$ cat src/rtl/ex2_mem_access_unit.sv
// rtl/ex2_mem_access_unit.sv - EX2 load/store to single-outstanding valid/ready bus transaction
// Holds the pipeline while a request is in flight and returns extended load data or exceptions.
module ex2_mem_access_unit #(
   parameter int XLEN        = 64,
   parameter int TIMEOUT_CYC = 256
) (
   input  logic            clk,
   input  logic            rstn,
   input  logic            flush,
   input  logic            cancel_instr_ex2,
   input  logic            rdata_en_ex2,
   input  logic            wdata_en_ex2,
   input  logic [1:0]      rlen_ex2,
   input  logic [1:0]      wlen_ex2,
   input  logic            load_unsigned,
   input  logic [XLEN-1:0] mem_addr_ex2,
   input  logic [XLEN-1:0] wdata_ex2,
   input  logic [4:0]      rd_ex2,
   output logic            mem_hold,
   output logic            bus_req_valid,
   input  logic            bus_req_ready,
   output logic [XLEN-1:0] bus_req_addr,
   output logic            bus_req_we,
   output logic [7:0]      bus_req_wstrb,
   output logic [XLEN-1:0] bus_req_wdata,
   input  logic            bus_resp_valid,
   input  logic [XLEN-1:0] bus_resp_rdata,
   input  logic            bus_resp_err,
   output logic            load_data_valid,
   output logic [XLEN-1:0] load_data,
   output logic [4:0]      load_rd,
   output logic            misalign_exc,
   output logic            access_fault_exc
);
   localparam logic [1:0] S_IDLE = 2'd0;
   localparam logic [1:0] S_REQ  = 2'd1;
   localparam logic [1:0] S_RESP = 2'd2;
   localparam logic [1:0] S_DONE = 2'd3;
   localparam int TW = $clog2(TIMEOUT_CYC + 1);

   logic [1:0]      r_state;
   logic            r_we;
   logic            r_unsigned;
   logic            r_discard;
   logic [1:0]      r_size;
   logic [2:0]      r_off;
   logic [4:0]      r_rd;
   logic [TW-1:0]   r_tcnt;

   logic            w_go;
   logic            w_store;
   logic [1:0]      w_size;
   logic [2:0]      w_off;
   logic            w_misaligned;
   logic [7:0]      w_mask;
   logic            w_aligned_go;
   logic            w_kill;
   logic            w_timeout;
   logic            w_resp_err;
   logic            w_discard;
   logic [XLEN-1:0] w_raw;
   logic [XLEN-1:0] w_ext;

   assign w_go         = (rdata_en_ex2 | wdata_en_ex2) & ~cancel_instr_ex2 & ~flush;
   assign w_store      = wdata_en_ex2;
   assign w_size       = w_store ? wlen_ex2 : rlen_ex2;
   assign w_off        = mem_addr_ex2[2:0];
   assign w_aligned_go = (r_state == S_IDLE) & w_go & ~w_misaligned;
   assign w_kill       = flush | cancel_instr_ex2;
   assign w_timeout    = (r_tcnt == TW'(TIMEOUT_CYC - 1));
   assign w_resp_err   = bus_resp_valid ? bus_resp_err : 1'b1;
   assign w_discard    = r_discard | w_kill;

   assign mem_hold      = w_aligned_go | (r_state == S_REQ) | (r_state == S_RESP);
   assign bus_req_valid = (r_state == S_REQ);

   always_comb begin
      w_misaligned = 1'b0;
      w_mask       = 8'h01;
      case (w_size)
         2'd0: begin w_misaligned = 1'b0;               w_mask = 8'h01; end
         2'd1: begin w_misaligned = w_off[0];           w_mask = 8'h03; end
         2'd2: begin w_misaligned = |w_off[1:0];        w_mask = 8'h0F; end
         default: begin w_misaligned = |w_off;          w_mask = 8'hFF; end
      endcase
   end

   // Sign bit comes from the top of the loaded width, not from the full bus word.
   assign w_raw = bus_resp_rdata >> {r_off, 3'b000};
   always_comb begin
      w_ext = w_raw;
      case (r_size)
         2'd0: w_ext = {{(XLEN-8){~r_unsigned & w_raw[7]}}, w_raw[7:0]};
         2'd1: w_ext = {{(XLEN-16){~r_unsigned & w_raw[15]}}, w_raw[15:0]};
         2'd2: w_ext = {{(XLEN-32){~r_unsigned & w_raw[31]}}, w_raw[31:0]};
         default: w_ext = w_raw;
      endcase
   end

   always_ff @(posedge clk) begin
      if (rstn) begin
         r_state          <= S_IDLE;
         r_we             <= 1'b0;
         r_unsigned       <= 1'b0;
         r_discard        <= 1'b0;
         r_size           <= 2'd0;
         r_off            <= 3'd0;
         r_rd             <= 5'd0;
         r_tcnt           <= '0;
         bus_req_addr     <= '0;
         bus_req_we       <= 1'b0;
         bus_req_wstrb    <= 8'h00;
         bus_req_wdata    <= '0;
         load_data_valid  <= 1'b0;
         load_data        <= '0;
         load_rd          <= 5'd0;
         misalign_exc     <= 1'b0;
         access_fault_exc <= 1'b0;
      end else begin
         misalign_exc     <= 1'b0;
         load_data_valid  <= 1'b0;
         access_fault_exc <= 1'b0;
         case (r_state)
            S_IDLE: begin
               if (w_go) begin
                  if (w_misaligned) begin
                     misalign_exc <= 1'b1;
                  end else begin
                     r_state       <= S_REQ;
                     r_we          <= w_store;
                     r_unsigned    <= load_unsigned;
                     r_discard     <= 1'b0;
                     r_size        <= w_size;
                     r_off         <= w_off;
                     r_rd          <= rd_ex2;
                     bus_req_addr  <= {mem_addr_ex2[XLEN-1:3], 3'b000};
                     bus_req_we    <= w_store;
                     bus_req_wstrb <= w_store ? (w_mask << w_off) : 8'h00;
                     bus_req_wdata <= w_store ? (wdata_ex2 << {w_off, 3'b000}) : '0;
                  end
               end
            end
            S_REQ: begin
               if (w_kill) r_discard <= 1'b1;
               if (bus_req_ready) begin
                  r_state <= S_RESP;
                  r_tcnt  <= '0;
               end
            end
            S_RESP: begin
               if (w_kill) r_discard <= 1'b1;
               if (bus_resp_valid || w_timeout) begin
                  r_state <= S_DONE;
                  if (!w_discard) begin
                     if (w_resp_err) begin
                        access_fault_exc <= 1'b1;
                     end else if (!r_we) begin
                        load_data_valid <= 1'b1;
                        load_data       <= w_ext;
                        load_rd         <= r_rd;
                     end
                  end
               end else begin
                  r_tcnt <= r_tcnt + TW'(1);
               end
            end
            default: r_state <= S_IDLE;
         endcase
      end
   end
endmodule

$ cat config.mk
export PLATFORM = sky130hd
export DESIGN_NAME = ex2_mem_access_unit
export DESIGN_NICKNAME = d
export VERILOG_FILES = /design/src/rtl/ex2_mem_access_unit.sv
export SDC_FILE = /design/constraint.sdc
export NUM_CORES = 1
export LEC_CHECK = 0
export ABC_AREA = 1
export CAP_MARGIN = 20
export CORE_ASPECT_RATIO = 1.2
export CORE_MARGIN = 2
export CORE_UTILIZATION = 35
export DETAILED_ROUTE_END_ITERATION = 7
export PLACE_DENSITY = 0.67
export SLEW_MARGIN = 15
export SYNTH_ARGS = -nofsm -noshare
export SYNTH_HDL_FRONTEND = slang
export SYNTH_SLANG_ARGS = --single-unit
$ cat constraint.sdc
create_clock -name clk -period 1.82 [get_ports clk]
set_input_delay 0.364 -clock clk [delete_from_list [all_inputs] [get_ports clk]]
set_output_delay 0.364 -clock clk [all_outputs]
set_load 0.1 [all_outputs]
==> flow_summary.yaml <==
route:
  drc_errors: 0
  post_drt_wl_per_cell_um: 18.0
  detail-route-antenna-nets: 0
  firstDrtPassIters: 6
  vias: 15246
  via_per_inst: 5.17
  drt_iter0_markers: 1302
  routed_wl_mm: 53.0
synth:
  synth-adder-area-share_pct: 0.510
  ys_async_sr_fraction_pct: 0
  yosys_warnings: 0
  synth.largest_area_cell: "dfxtp_1"
  ys_seq_area_share_pct: 37.3
  synth_top_family_by_area: "simple AND/OR/NAND/NOR gates"
  syn_inst: 1960
  synth_ff_type: "dfxtp_1"
  avgSynthCellArea_sq_um: 6.26
  synth_area_sq_um: 12300
  synth_mux_area_share_pct: 0
  synth_compound_area_share_pct: 19.7
  synth_area_leaders: "dfxtp_1 37%, nand2_1 16%, nor2_1 10%"
  synth_simple_gate_area_share_pct: 34.1
  synth_cell_types: 37
  synth_seq_cells: 229
  synth_edf_count: 0
  synth_top_area_share_pct: 37.3
  synth-xor-area-share_pct: 0.0714
clock_network:
  htree_levels: 1
  path_clk_slew_ns: 0.06
  cts_buffers: 27
  clock-sinks: 229
  root_buffer: "clkbuf_16"
  clock_latency_ns: 0.56
  max-clock-path-buffers: 3
  cts_tree: "built"
  cts-hold-fix-buffers: 0
sta:
  finalClockSkew_ns: 0.00807
  slew_viol_final: 0
  fin_hold_ws_ns: 0.346
  tightest_slew_ns: 0.518
  min_period_over_period_pct: 112
  setup_viol: 7
  setup_slack_ns: -0.218
  timing.fmax_ghz: 0.491
  worst_slew_margin_rel_pct: 65.5
  period_needed_ns: 2.04
  rsz0062_at_grt: "true"
  final_hold_viol_count: 0
floorplan:
  ios: 422
  core_area_sq_um: 34700
  die_y_um: 209
  die_x_um: 175
  dieArea_sq_um: 36600
  rows: 75
  initial_utilization_pct: 35.4
power_and_ir_drop:
  p_comb_share_pct: 39.1
  p_leak_nw: 9.18
  vdd_drop_max_mv: 0.536
  power_switching_mw: 7.09
  power.density_nw_per_um2: 860
  pwr-share-clk_pct: 30.5
  p_int_mw: 11.6
  swShare_pct: 37.9
  p_seq_share_pct: 30.3
critical_path:
  r2r-start: "r_tcnt[1]"
  path_class: "reg2out"
  worst-r2r-setup-slack_ns: -0.07
  reg2regPathDepth: 13
  cp.arrival_ns: 1.67
  critPathLaunchType: "register"
  cp.required_ns: 1.46
  timing.rr.end: "r_tcnt[3]"
  critPathCaptureType: "output pin"
  crit_fanout: 2
global_routing:
  antenna_found_initial: 4
  grt_util_all_layers_pct: 27.3
  grt_use_met1_pct: 31.1
  top_usage_layer: "met2"
  grt_pass1_vias: 14672
  grt_max_degree: 94
  grt_util_met2_pct: 48.9
  grt_pass1_wl_mm: 80.0
  grt-ovfl-total: 0
  use_met3_pct: 6.68
placement:
  place_area_sq_um: 20200
  hpwl_mm: 38.7
  gp_congestion: 0.979
  numPortBuffers: 418
layout:
  fin_area_sq_um: 21800
  drive_above_1_share_pct: 22.2
  layout.nets: 2677
  fill_cells: 3062
  syn_to_final_growth_pct: 77.3
worst_hold_path:
  hold_path_depth: 3
  min_from: "rstn"
  hold_end: "load_data[6]"
  hp-class: "in2reg"
outcome:
  status: "finished, violations left"
  violations: "setup timing"
job:
  drv_cap: 0
[metrics by stage]
| step | worst slack [ns] | util [%] | setup TNS, ns | instances | total power, mW |
|---|---|---|---|---|---|
| final | -0.218 | 62.7 | -0.468 | 2947 | 18.7 |
| after global routing | -0.307 | 62.7 | -2.01 | 2944 | 19.5 |
| after CTS | -0.257 | 61.3 | -0.335 | 2926 | 18.6 |
| after detailed placement | -0.616 | 58.2 | -102.06 | 2870 | 12.7 |
| after global placement | -0.476 | 58.2 | -81.02 | 2870 | 12.7 |
| after floorplan | -0.163 | - | -0.163 | 1962 | 9.67 |
[layout make-up]
| type | instances | area [sq um] | share of cell area (%) |
|---|---|---|---|
| clock inverter | 10 | 151 | 0.696 |
| antenna | 3 | 7.51 | 0.0345 |
| clock buffer | 40 | 785 | 3.60 |
| timing repair inverter | 1 | 7.51 | 0.0345 |
| timing repair buffer | 621 | 8320 | 38.2 |
| sequential | 229 | 4600 | 21.1 |
| inverter | 89 | 345 | 1.59 |
| tap | 462 | 578 | 2.66 |
| multi-input combinational | 1492 | 6980 | 32.0 |
[sequential cells by signal, indices dropped and copies added, names as in the netlist]
name and count:
r_state 2, r_tcnt 9, r_size 2, bus_req_addr 61, load_data_valid 1, misalign_exc 1, access_fault_exc 1, bus_req_wstrb 8
r_we 1, load_rd 5, r_unsigned 1, load_data 64, r_discard 1, bus_req_wdata 64, r_off 3, r_rd 5
[synthesized netlist by cell type (2+ instances only)]
cell      instances
nand4_1           7
nor2_2            2
dfxtp_1         229
a21oi_1         134
buf_4             9
clkinv_1          2
buf_6             2
nand2_1         523
ha_1              5
inv_1            84
nand2_2           3
o211ai_1         59
inv_2             3
nor3_1            8
nand3_2           4
o21ai_0         243
nor2_1          328
o21a_1            7
buf_1            10
o21ai_1           2
nand3_1         142
clkbuf_1         91
buf_2            39
or2_2            11
[worst max-delay path: stages (launching register included)]
cell and delay, ns:
dfxtp_2 0.32, inv_2 0.08, ha_4 0.14, inv_2 0.05, nor2_4 0.11, nand4_4 0.12
nand3_4 0.12, buf_12 0.17
[worst max path at each step]
stage,from,to,cells after the start
finish,r_state[1],mem_hold,7
global route,r_state[1],mem_hold,7
CTS,r_state[0],mem_hold,7
detailed placement,wdata_en_ex2,bus_req_wdata[32],10
global placement,bus_resp_valid,load_data[40],11
floorplan,mem_addr_ex2[1],mem_hold,8
[power groups by stage]
stage               combinational, mW  sequential, mW  clock [mW]
global placement                 6.91            5.76           0
global route                     7.76            5.71        6.02
detailed placement               6.97            5.77           0
floorplan                        2.19            7.48           0
CTS                              7.09            5.68        5.83
finish                           7.33            5.68        5.71
[metal layers]
metal | wire length [um] | vias up | share of wire [%]
li1 | - | 7410 | -
met2 | 26600 | 699 | 50
met1 | 19800 | 7005 | 37
met5 | 12 | - | 0.023
met3 | 4490 | 130 | 8.5
met4 | 2120 | 2 | 4.0
[cell families (layout without fill, tap and decap cells)]
group | after synthesis | in the layout
XOR/XNOR | 1 | 1
AND/OR/NAND/NOR | 1034 | 1034
AO/OA/AOI/OAI | 449 | 449
flip-flops | 229 | 229
adder cells (fa/ha/maj) | 5 | 5
other | 1 | 6
buffers and inverters | 241 | 761
[what timing repair did]
action	CTS	global route
resized for setup	37	68
setup buffers	4	13
pin swaps	9	15
setup endpoints to repair	54	133
cloned	2	7
[placed cells by master, fill, tap and decap left out, drive strengths merged, types with 7 or more instances in the layout]
cell type,n
nand2,526
buf,408
nor2,331
o21ai,245
dfxtp,229
clkdlybuf4s50,206
nand3,146
a21oi,134
inv,88
o211ai,59
clkbuf,45
or2,11
nand4,8
nor3,8
o21a,7
Power figures use the tool's default switching activity.
